[src/rtl/wdata_handler.sv]
// Write data handler: waits for the read side to finish issuing operands, lets
// the skewed systolic array drain, then snapshots and saturates the accumulator
// matrix, clears the array and writes the result to memory port C one row per
// accepted cycle.
//
// Ports:
//   clk_i, rst_i       clock, asynchronous active-low reset
//   valid_i, addr_c_i  start request and result base byte address
//   ready_o            high only while idle
//   last_i             read data handler's final-operand pulse
//   c_i                N*N accumulator matrix, element (r,j) at (r*N+j)*ACC_WIDTH
//   clear_o            one-cycle accumulator clear
//   en_c_o, we_c_o     memory C enable / write enable
//   addr_c_o           memory C byte address
//   wdata_c_o          row data, element j at j*DATA_WIDTH
//   wready_i           memory accepts the current write
//   done_o             one-cycle pulse once all rows are written
module wdata_handler #(
    parameter int unsigned N          = 4,
    parameter int unsigned DATA_WIDTH = 8,
    parameter int unsigned ACC_WIDTH  = 20,
    parameter int unsigned ADDR_WIDTH = 32
) (
    input  logic                          clk_i,
    input  logic                          rst_i,
    input  logic                          valid_i,
    input  logic [ADDR_WIDTH-1:0]         addr_c_i,
    output logic                          ready_o,
    input  logic                          last_i,
    input  logic [N*N*ACC_WIDTH-1:0]      c_i,
    output logic                          clear_o,
    output logic                          en_c_o,
    output logic                          we_c_o,
    output logic [ADDR_WIDTH-1:0]         addr_c_o,
    output logic [N*DATA_WIDTH-1:0]       wdata_c_o,
    input  logic                          wready_i,
    output logic                          done_o
);

    localparam int unsigned ROW_BITS  = N * DATA_WIDTH;
    localparam int unsigned ROW_BYTES = ROW_BITS / 8;
    localparam int unsigned MAT_BITS  = N * ROW_BITS;
    localparam int unsigned ROW_W     = (N > 1) ? $clog2(N) : 1;
    localparam int unsigned CNT_W     = $clog2(2 * N);

    typedef enum logic [2:0] {
        S_IDLE,
        S_ARMED,
        S_FLUSH,
        S_CAPTURE,
        S_WRITE,
        S_DONE
    } state_t;

    state_t                  state_q, state_d;
    logic [CNT_W-1:0]        cnt_q, cnt_d;
    logic [ROW_W-1:0]        row_q, row_d;
    logic [ROW_W-1:0]        row_nxt_c;
    logic [ADDR_WIDTH-1:0]   base_q, base_d;
    logic [MAT_BITS-1:0]     buf_q, buf_d;
    logic [MAT_BITS-1:0]     sat_c;
    logic                    ready_q, ready_d;
    logic                    clear_q, clear_d;
    logic                    en_q, en_d;
    logic                    done_q, done_d;
    logic [ADDR_WIDTH-1:0]   addr_q, addr_d;
    logic [ROW_BITS-1:0]     wdata_q, wdata_d;

    // Unsigned saturation of every accumulator down to the stored element width.
    always_comb begin
        sat_c = '0;
        for (int e = 0; e < int'(N * N); e++) begin
            if (c_i[e*ACC_WIDTH + DATA_WIDTH +: ACC_WIDTH - DATA_WIDTH] != '0) begin
                sat_c[e*DATA_WIDTH +: DATA_WIDTH] = '1;
            end else begin
                sat_c[e*DATA_WIDTH +: DATA_WIDTH] = c_i[e*ACC_WIDTH +: DATA_WIDTH];
            end
        end
    end

    assign row_nxt_c = row_q + ROW_W'(1);

    // Next-state and next-output logic; outputs are registered from the next state.
    always_comb begin
        state_d = state_q;
        cnt_d   = cnt_q;
        row_d   = row_q;
        base_d  = base_q;
        buf_d   = buf_q;
        addr_d  = '0;
        wdata_d = '0;

        case (state_q)
            S_IDLE: begin
                if (valid_i) begin
                    base_d  = addr_c_i;
                    state_d = S_ARMED;
                end
            end
            S_ARMED: begin
                if (last_i) begin
                    cnt_d   = CNT_W'(2 * N - 2);
                    state_d = S_FLUSH;
                end
            end
            S_FLUSH: begin
                if (cnt_q == '0) begin
                    state_d = S_CAPTURE;
                end else begin
                    cnt_d = cnt_q - CNT_W'(1);
                end
            end
            S_CAPTURE: begin
                // Row 0 comes straight from the saturated snapshot since the
                // buffer is loaded on the same edge.
                buf_d   = sat_c;
                row_d   = '0;
                addr_d  = base_q;
                wdata_d = sat_c[0 +: ROW_BITS];
                state_d = S_WRITE;
            end
            S_WRITE: begin
                addr_d  = addr_q;
                wdata_d = wdata_q;
                if (wready_i) begin
                    if (row_q == ROW_W'(N - 1)) begin
                        addr_d  = '0;
                        wdata_d = '0;
                        state_d = S_DONE;
                    end else begin
                        row_d   = row_nxt_c;
                        addr_d  = addr_q + ADDR_WIDTH'(ROW_BYTES);
                        wdata_d = buf_q[row_nxt_c*ROW_BITS +: ROW_BITS];
                    end
                end
            end
            S_DONE: begin
                state_d = S_IDLE;
            end
            default: begin
                state_d = S_IDLE;
            end
        endcase

        ready_d = (state_d == S_IDLE);
        clear_d = (state_d == S_CAPTURE);
        en_d    = (state_d == S_WRITE);
        done_d  = (state_d == S_DONE);
    end

    // State, datapath and output registers.
    always_ff @(posedge clk_i or negedge rst_i) begin
        if (!rst_i) begin
            state_q <= S_IDLE;
            cnt_q   <= '0;
            row_q   <= '0;
            base_q  <= '0;
            buf_q   <= '0;
            ready_q <= 1'b1;
            clear_q <= 1'b0;
            en_q    <= 1'b0;
            done_q  <= 1'b0;
            addr_q  <= '0;
            wdata_q <= '0;
        end else begin
            state_q <= state_d;
            cnt_q   <= cnt_d;
            row_q   <= row_d;
            base_q  <= base_d;
            buf_q   <= buf_d;
            ready_q <= ready_d;
            clear_q <= clear_d;
            en_q    <= en_d;
            done_q  <= done_d;
            addr_q  <= addr_d;
            wdata_q <= wdata_d;
        end
    end

    assign ready_o   = ready_q;
    assign clear_o   = clear_q;
    assign en_c_o    = en_q;
    assign we_c_o    = en_q;
    assign addr_c_o  = addr_q;
    assign wdata_c_o = wdata_q;
    assign done_o    = done_q;

endmodule

[config.mk]
export PLATFORM = sky130hd
export DESIGN_NAME = wdata_handler
export DESIGN_NICKNAME = d
export VERILOG_FILES = /design/src/rtl/wdata_handler.sv
export SDC_FILE = /design/constraint.sdc
export NUM_CORES = 1
export LEC_CHECK = 0
export ABC_AREA = 1
export CAP_MARGIN = 20
export CORE_ASPECT_RATIO = 0.75
export CORE_MARGIN = 2
export CORE_UTILIZATION = 50
export DETAILED_ROUTE_END_ITERATION = 7
export HOLD_SLACK_MARGIN = 0.08
export PLACE_DENSITY = 0.87
export REMOVE_ABC_BUFFERS = 1
export SLEW_MARGIN = 25
export SYNTH_ARGS = -nofsm -noshare
export SYNTH_HDL_FRONTEND = slang
export SYNTH_SLANG_ARGS = --single-unit
[constraint.sdc]
create_clock -name clk_i -period 3.2 [get_ports clk_i]
set_clock_uncertainty 0.1 [all_clocks]
set_input_delay 0.32 -clock clk_i [delete_from_list [all_inputs] [get_ports clk_i]]
set_output_delay 0.32 -clock clk_i [all_outputs]
set_load 0.02 [all_outputs]
==> qor.yml, run 1 <==
htree_num_levels: 1
critical_path_depth: 9
grt_first_pass_wirelength_mm: 65.2
routability_driven_placement_congestion_ratio: 0.967
critical_path_buf_inv_count: 0
slowest_cell_on_the_critical_path: "sky130_fd_sc_hd__nor2_4"
dp_slack_ps: 857
worst_path_dominant_cell_family: "simple AND/OR/NAND/NOR gates"
register_to_register_path_setup_slack_ps: 880
die_width_um: 185
setup-violations-final: 0
syn_inst: 1690
critical_path.most_common_cell: "sky130_fd_sc_hd__nand2_1"
dpl_cell_area_um2: 16900
register_bit_count_reported_by_yosys: 236
crit_path_cell_trace: "nor2_2 > nand2_2 > nor2_4 > o21ai_0 > o21ai_1 > nand2_1 > nand2_1 > nand2_1 > o21ai_0"
worstSkewPairLatency_ps: 520
critPathRequiredTime_ps: 3530
yosysMostFrequentCell: "sky130_fd_sc_hd__nand2_1"
detail_route.wirelength_mm: 41.0
min_period_over_period_pct: 72.6
worstSetupPathType: "reg -> reg"
design_area_um2: 17600
tritoncts.num_buffers: 24
hold_ws_ps: 253
fp-row-count: 49
clk_transition_reported_paths_ps: 60
run_status: "complete, no violations"
top_area_cells_in_the_synthesized_netlist: "sky130_fd_sc_hd__dfrtp_1, sky130_fd_sc_hd__nand2_1, sky130_fd_sc_hd__o21ai_0"
clock-root-buffer: "sky130_fd_sc_hd__clkbuf_16"
total_via_count_in_the_routed_design: 13000
final.fill_count: 1854
pin_count_of_the_biggest_net_entering_global_routing: 80
worstSetupStartpoint: "state_q[0]$_DFF_PN0_"
globalRoute.totalOverflow: 0
headroom_to_the_max_slew_limit_pct: 39.0
crit_path_end_kind: "flop"
min-delay-path-class: "in -> async"
cts_tree: "built"
ys_dominant_reg_cell: "sky130_fd_sc_hd__dfrtp_1"
slew_at_the_pin_closest_to_its_max_slew_limit_ps: 914
detail_route.drc_violations: 0
seq_area_um2: 5910
ant_nets: 0
initial_standard_cell_utilization_of_the_core_pct: 51.1
cts_hold_repair.buffers: 1
startpoint_kind_of_the_worst_setup_timing_path: "flop"
critical_path.endpoint: "addr_c_o[12]$_DFFE_PN0P_"
synth_edf_count: 0
timing.fmax_mhz: 430
multiInputGateArea_um2: 5490
cts_resized: 0
clock-sinks: 236
utilization_pct: 73.0
synth_async_sr_flop_share_pct: 100
critical_path.max_fanout: 26
floorplan.io_pins: 426
rsz_0062_raised_after_global_routing: "false"
post_synth_num_cell_types: 34
syn_area_um2: 12300
relative_area_change_from_synthesis_to_final_layout_pct: 43.0
power_density_nw_per_um2: 626
final.setup.worst_slack_ps: 877
drt_first_pass_iters: 5
grt_util_all_layers_pct: 31.6
synth_commonest_cells: "sky130_fd_sc_hd__nand2_1, sky130_fd_sc_hd__nor2_1, sky130_fd_sc_hd__dfrtp_1, sky130_fd_sc_hd__o21ai_0, sky130_fd_sc_hd__inv_1"
max_capacitance_violation_count: 0
slowest_delay_ps: 660
drt_iter0_markers: 1109
reg2reg_depth: 9
report.final.hold_viol_count: 0
leakage_nw: 7.31
finalMaxSlewViolations: 0
post-synth-top-area-cell: "sky130_fd_sc_hd__dfrtp_1"
cts.repair_timing.setup_buffer_count: 0
yosysTopAreaCellShare_pct: 47.8
placement.io_buffers: 425
number_of_antenna_violations_at_the_first_check_in_global_routing: 1
core_um2: 24100
synth-seq-area-share_pct: 48.0
half_perimeter_wire_length_after_detailed_placement_mm: 29.0
drive_above_1_share_pct: 5.23
wire_per_inst_um: 16.8
reg2reg_from: "state_q[0]$_DFF_PN0_"
cp.arrival_ps: 2660
synth.yosys.warnings: 0
peakVddDrop_mv: 0.419
route.detailed.vias_per_inst: 5.36
floorplan.die_area_um2: 25900
postSynthAreaPerCell_um2: 7.28
fp.dieH_um: 140
ctsLongestPathBuffers: 3
number_of_global_route_vias_before_repair: 13000
min_clock_period_post_route_ps: 2320
reg2reg_to: "addr_c_o[12]$_DFFE_PN0P_"
layout.nets: 2453
-- layout by cell type (no fill, tap or decap), types with 2 or more instances in the layout --
cell and count:
sky130_fd_sc_hd__inv_2 6, sky130_fd_sc_hd__inv_1 144, sky130_fd_sc_hd__mux2_2 30, sky130_fd_sc_hd__nor2_1 266, sky130_fd_sc_hd__nor4_1 28, sky130_fd_sc_hd__clkbuf_1 5
sky130_fd_sc_hd__clkinv_2 2, sky130_fd_sc_hd__dfrtp_1 234, sky130_fd_sc_hd__nand2_1 569, sky130_fd_sc_hd__o21bai_1 2, sky130_fd_sc_hd__nand3_2 2, sky130_fd_sc_hd__o22ai_1 32
sky130_fd_sc_hd__o21ai_0 215, sky130_fd_sc_hd__nand4_1 5, sky130_fd_sc_hd__clkdlybuf4s50_1 424, sky130_fd_sc_hd__nor2_4 3, sky130_fd_sc_hd__ha_1 4, sky130_fd_sc_hd__a21oi_1 9
sky130_fd_sc_hd__nor3_1 2, sky130_fd_sc_hd__buf_4 20, sky130_fd_sc_hd__nor2_2 6, sky130_fd_sc_hd__o21ai_1 13, sky130_fd_sc_hd__clkbuf_16 25, sky130_fd_sc_hd__nand3_1 34
sky130_fd_sc_hd__buf_12 3, sky130_fd_sc_hd__clkbuf_8 5
-- logic make-up (layout without fill, tap and decap cells) --
logic type               Yosys count  after routing  synth area share (%)
AND/OR/NAND/NOR                  918            918                  29.5
AO/OA/AOI/OAI                    276            276                  11.7
flip-flops                       236            236                  48.0
buffers and inverters            224            638                  7.47
multiplexers                      30             30                  2.74
adder cells (fa/ha/maj)            4              4                 0.407
XOR/XNOR                           2              2                 0.142
other                              0              1                     0
-- how the worst min path moves through the flow --
stage	to	cells past startpoint	slack, ps	startpoint
after global routing	base_q[4]$_DFFE_PN0P_	2	300	addr_c_i[4]
after floorplan	addr_c_o[0]$_DFFE_PN0P_	0	-80	rst_i
after CTS	base_q[1]$_DFFE_PN0P_	3	290	addr_c_i[1]
after detailed placement	addr_c_o[3]$_DFFE_PN0P_	1	250	rst_i
final	addr_c_o[2]$_DFFE_PN0P_	2	250	rst_i
after global placement	base_q[2]$_DFFE_PN0P_	1	260	rst_i
-- area by class of cell --
cell class                      count  area share [%]
Antenna cell                        1          0.0142
Clock buffer                       35            4.05
Clock inverter                      3          0.0995
Inverter                          151            3.24
Multi-Input combinational cell   1230            31.2
Sequential cell                   236            33.6
Tap cell                          331            2.35
Timing Repair Buffer              449            25.5
-- sequential cells by signal (all words and copies together), names as in the netlist, 2 cells and up --
register   count
addr_c_o      32
base_q        32
buf_q        128
cnt_q          3
row_q          2
state_q        3
wdata_c_o     32
-- through the flow --
stage          power, mW  setup TNS [ps]  instances
2_1_floorplan       6.41         -135880       1617
3_3_place_gp        8.17               0       2396
3_5_place_dp        8.35               0       2396
4_1_cts             11.0               0       2435
5_1_grt             11.7               0       2436
6_report            11.0               0       2436
-- worst register-to-register path: stages, from the launching register on --
cell and delay [ps]:
sky130_fd_sc_hd__dfrtp_1 440, sky130_fd_sc_hd__nor2_2 170, sky130_fd_sc_hd__nand2_2 150, sky130_fd_sc_hd__nor2_4 670
sky130_fd_sc_hd__o21ai_0 270, sky130_fd_sc_hd__o21ai_1 140, sky130_fd_sc_hd__nand2_1 70, sky130_fd_sc_hd__nand2_1 60
sky130_fd_sc_hd__nand2_1 60, sky130_fd_sc_hd__o21ai_0 100
-- power breakdown --
part           internal, mW  switching, mW  total, mW
clock network          1.53           1.14       2.66
registers              3.65          0.442       4.09
logic                  1.74           2.52       4.27
total                  6.92           4.10       11.0
-- metal layers --
| layer | track usage [%] | vias up | part of all wire [%] | routed length [µm] |
|---|---|---|---|---|
| met2 | 52.7 | 711 | 47 | 19400 |
| met1 | 41.4 | 6075 | 40 | 16300 |
| li1 | - | 6168 | - | - |
| met5 | 0 | - | 0 | 0 |
| met3 | 4.66 | 95 | 9.1 | 3750 |
| met4 | 12.9 | 0 | 3.7 | 1510 |
No activity file was read; power rests on OpenSTA's default activity.
==> run 2, diff against run 1 <==
--- a/config.mk
+++ b/config.mk
@@ -9,10 +9,10 @@
 export CAP_MARGIN = 20
 export CORE_ASPECT_RATIO = 0.75
 export CORE_MARGIN = 2
-export CORE_UTILIZATION = 50
+export CORE_UTILIZATION = 46
 export DETAILED_ROUTE_END_ITERATION = 7
 export HOLD_SLACK_MARGIN = 0.08
-export PLACE_DENSITY = 0.87
+export PLACE_DENSITY = 0.81
 export REMOVE_ABC_BUFFERS = 1
 export SLEW_MARGIN = 25
 export SYNTH_ARGS = -nofsm -noshare
==> constraint.sdc (replaced) <==
create_clock -name clk_i -period 2.4 [get_ports clk_i]
set_clock_uncertainty 0.1 [all_clocks]
set_input_delay 0.24 -clock clk_i [delete_from_list [all_inputs] [get_ports clk_i]]
set_output_delay 0.24 -clock clk_i [all_outputs]
set_load 0.02 [all_outputs]
==> qor.yml, run 2 (same netlist as run 1, synthesis figures left out) <==
initial_standard_cell_utilization_of_the_core_pct: 47.2  # was 51.1%
leakage_nw: 7.49  # was 7.31 nW
crit_path_cell_trace: "clkdlybuf4s50_1"  # was nor2_2 > nand2_2 > nor2_4 > o21ai_0 > o21ai_1 > nand2_1 > nand2_1 > nand2_1 > o21ai_0
startpoint_kind_of_the_worst_setup_timing_path: "flop"  # unchanged
report.final.hold_viol_count: 0  # unchanged
core_um2: 26100  # was 24100 µm²
reg2reg_from: "addr_c_o[4]$_DFFE_PN0P_"  # was state_q[0]$_DFF_PN0_
slew_at_the_pin_closest_to_its_max_slew_limit_ps: 534  # was 914 ps
layout.nets: 2473  # was 2453
min_clock_period_post_route_ps: 2040
largest_reg_flops: 128  # unchanged
headroom_to_the_max_slew_limit_pct: 64.4  # was 39.0%
finalMaxSlewViolations: 0  # unchanged
grt_first_pass_wirelength_mm: 66.8  # was 65.2 mm
hold_ws_ps: 138  # was 253 ps
slowest_cell_on_the_critical_path: "sky130_fd_sc_hd__clkdlybuf4s50_1"  # was sky130_fd_sc_hd__nor2_4
globalRoute.totalOverflow: 0  # unchanged
tritoncts.num_buffers: 26  # was 24
max_capacitance_violation_count: 0  # unchanged
critical_path.max_fanout: 7  # was 26
detail_route.drc_violations: 0  # unchanged
dpl_cell_area_um2: 17000  # was 16900 µm²
fp-row-count: 51  # was 49
critPathRequiredTime_ps: 2060  # was 3530 ps
layout.cells.most_common: "sky130_fd_sc_hd__nand2_1"  # unchanged
half_perimeter_wire_length_after_detailed_placement_mm: 30.2  # was 29.0 mm
die_width_um: 193  # was 185 µm
regMostFlops: "buf_q"  # unchanged
clock-sinks: 236  # unchanged
detail_route.wirelength_mm: 42.1  # was 41.0 mm
ant_nets: 0  # unchanged
cts_resized: 0  # unchanged
number_of_antenna_violations_at_the_first_check_in_global_routing: 1  # unchanged
slowest_delay_ps: 680  # was 660 ps
design_area_um2: 17900  # was 17600 µm²
critical_path.endpoint: "addr_c_o[21]"  # was addr_c_o[12]$_DFFE_PN0P_
placement.io_buffers: 425  # unchanged
ctsLongestPathBuffers: 3  # unchanged
timing.fmax_mhz: 490
relative_area_change_from_synthesis_to_final_layout_pct: 45.6  # was 43.0%
worstSetupPathType: "reg -> out"  # was reg -> reg
layout_common_cells: "sky130_fd_sc_hd__nand2_1, sky130_fd_sc_hd__clkdlybuf4s50_1, sky130_fd_sc_hd__nor2_1, sky130_fd_sc_hd__dfrtp_1, sky130_fd_sc_hd__o21ai_0"  # unchanged
grt_util_all_layers_pct: 29.7  # was 31.6%
floorplan.die_area_um2: 28100  # was 25900 µm²
cp.arrival_ps: 1700  # was 2660 ps
fp.dieH_um: 146  # was 140 µm
layout.cells.non_filler: 2475  # was 2436
clock-root-buffer: "sky130_fd_sc_hd__clkbuf_16"  # unchanged
total_via_count_in_the_routed_design: 13000  # about the same
number_of_global_route_vias_before_repair: 12900  # was 13.0k
worst_path_dominant_cell_family: "buffers and inverters"  # was simple AND/OR/NAND/NOR gates
final.fill_count: 2136  # was 1854
utilization_pct: 68.7  # was 73.0%
drive_above_1_share_pct: 6.48  # was 5.23%
route.detailed.vias_per_inst: 5.26  # was 5.36
cts.repair_timing.setup_buffer_count: 0  # unchanged
crit_path_end_kind: "output port"  # was flop
clk_transition_reported_paths_ps: 60  # about the same
reg2reg_depth: 10  # was 9
cts_tree: "built"  # unchanged
worstSkewPairLatency_ps: 530  # was 520 ps
min_period_over_period_pct: 85.1
routability_driven_placement_congestion_ratio: 0.912  # was 0.967
worstSetupStartpoint: "addr_c_o[21]$_DFFE_PN0P_"  # was state_q[0]$_DFF_PN0_
reg2reg_to: "addr_c_o[25]$_DFFE_PN0P_"  # was addr_c_o[12]$_DFFE_PN0P_
drt_iter0_markers: 1014  # was 1109
htree_num_levels: 1  # unchanged
setup-violations-final: 0  # unchanged
critical_path_buf_inv_count: 1  # was 0
power_density_nw_per_um2: 852  # was 626 nW/µm²
rsz_0062_raised_after_global_routing: "false"  # unchanged
wire_per_inst_um: 17.0  # was 16.8 µm
min-delay-path-class: "in -> async"  # unchanged
pin_count_of_the_biggest_net_entering_global_routing: 85  # was 80
critical_path_depth: 1  # was 9
floorplan.io_pins: 426  # unchanged
timing.setup.tns_ps: 0  # unchanged
drt_first_pass_iters: 5  # unchanged
cts_hold_repair.buffers: 1  # unchanged
run_status: "complete, no violations"  # unchanged
numPlacedInstances: 2427  # was 2396
peakVddDrop_mv: 0.601  # was 0.419 mV
register_to_register_path_setup_slack_ps: 450  # was 880 ps
==> run 2: worst min-delay path by stage <==
stage           from                      end  slack (ps)  cells after the start
2_1_floorplan  rst_i  addr_c_o[0]$_DFFE_PN0P_        -160                      0
3_3_place_gp   rst_i    base_q[4]$_DFFE_PN0P_         120                      1
3_5_place_dp   rst_i    base_q[4]$_DFFE_PN0P_         120                      1
4_1_cts        rst_i    base_q[4]$_DFFE_PN0P_         150                      2
5_1_grt        rst_i    base_q[4]$_DFFE_PN0P_         200                      2
6_report       rst_i    base_q[9]$_DFFE_PN0P_         140                      2
==> run 2: report_power, final <==
part / internal (mW) / switching (mW)
combinational: 2.39 / 3.38
sequential: 4.87 / 0.611
clock: 2.37 / 1.66
==> run 2: layer usage <==
layer	up-vias	routed length, µm	GRT usage (%)
li1	6203	-	-
met1	6069	17300	40.8
met2	666	19500	48.3
met3	81	4090	5.33
met4	0	1170	8.40
met5	-	0	0
==> run 2: area by class of cell <==
class	instances	area [µm²]	area share [%]
Inverter	151	569	3.18
Antenna cell	1	2.50	0.0140
Tap cell	344	430	2.40
Sequential cell	236	5910	33.0
Clock buffer	37	783	4.37
Clock inverter	9	78.8	0.440
Multi-Input combinational cell	1230	5490	30.7
Timing Repair Buffer	467	4650	26.0
==> run 2: stage by stage <==
stage / setup slack (ps) / total power, mW
after CTS: 359 / 15.3
final: 357 / 15.3
after detailed placement: 317 / 11.2
after global placement: 341 / 11.0
after floorplan: -1710 / 8.55
after global routing: 283 / 16.2
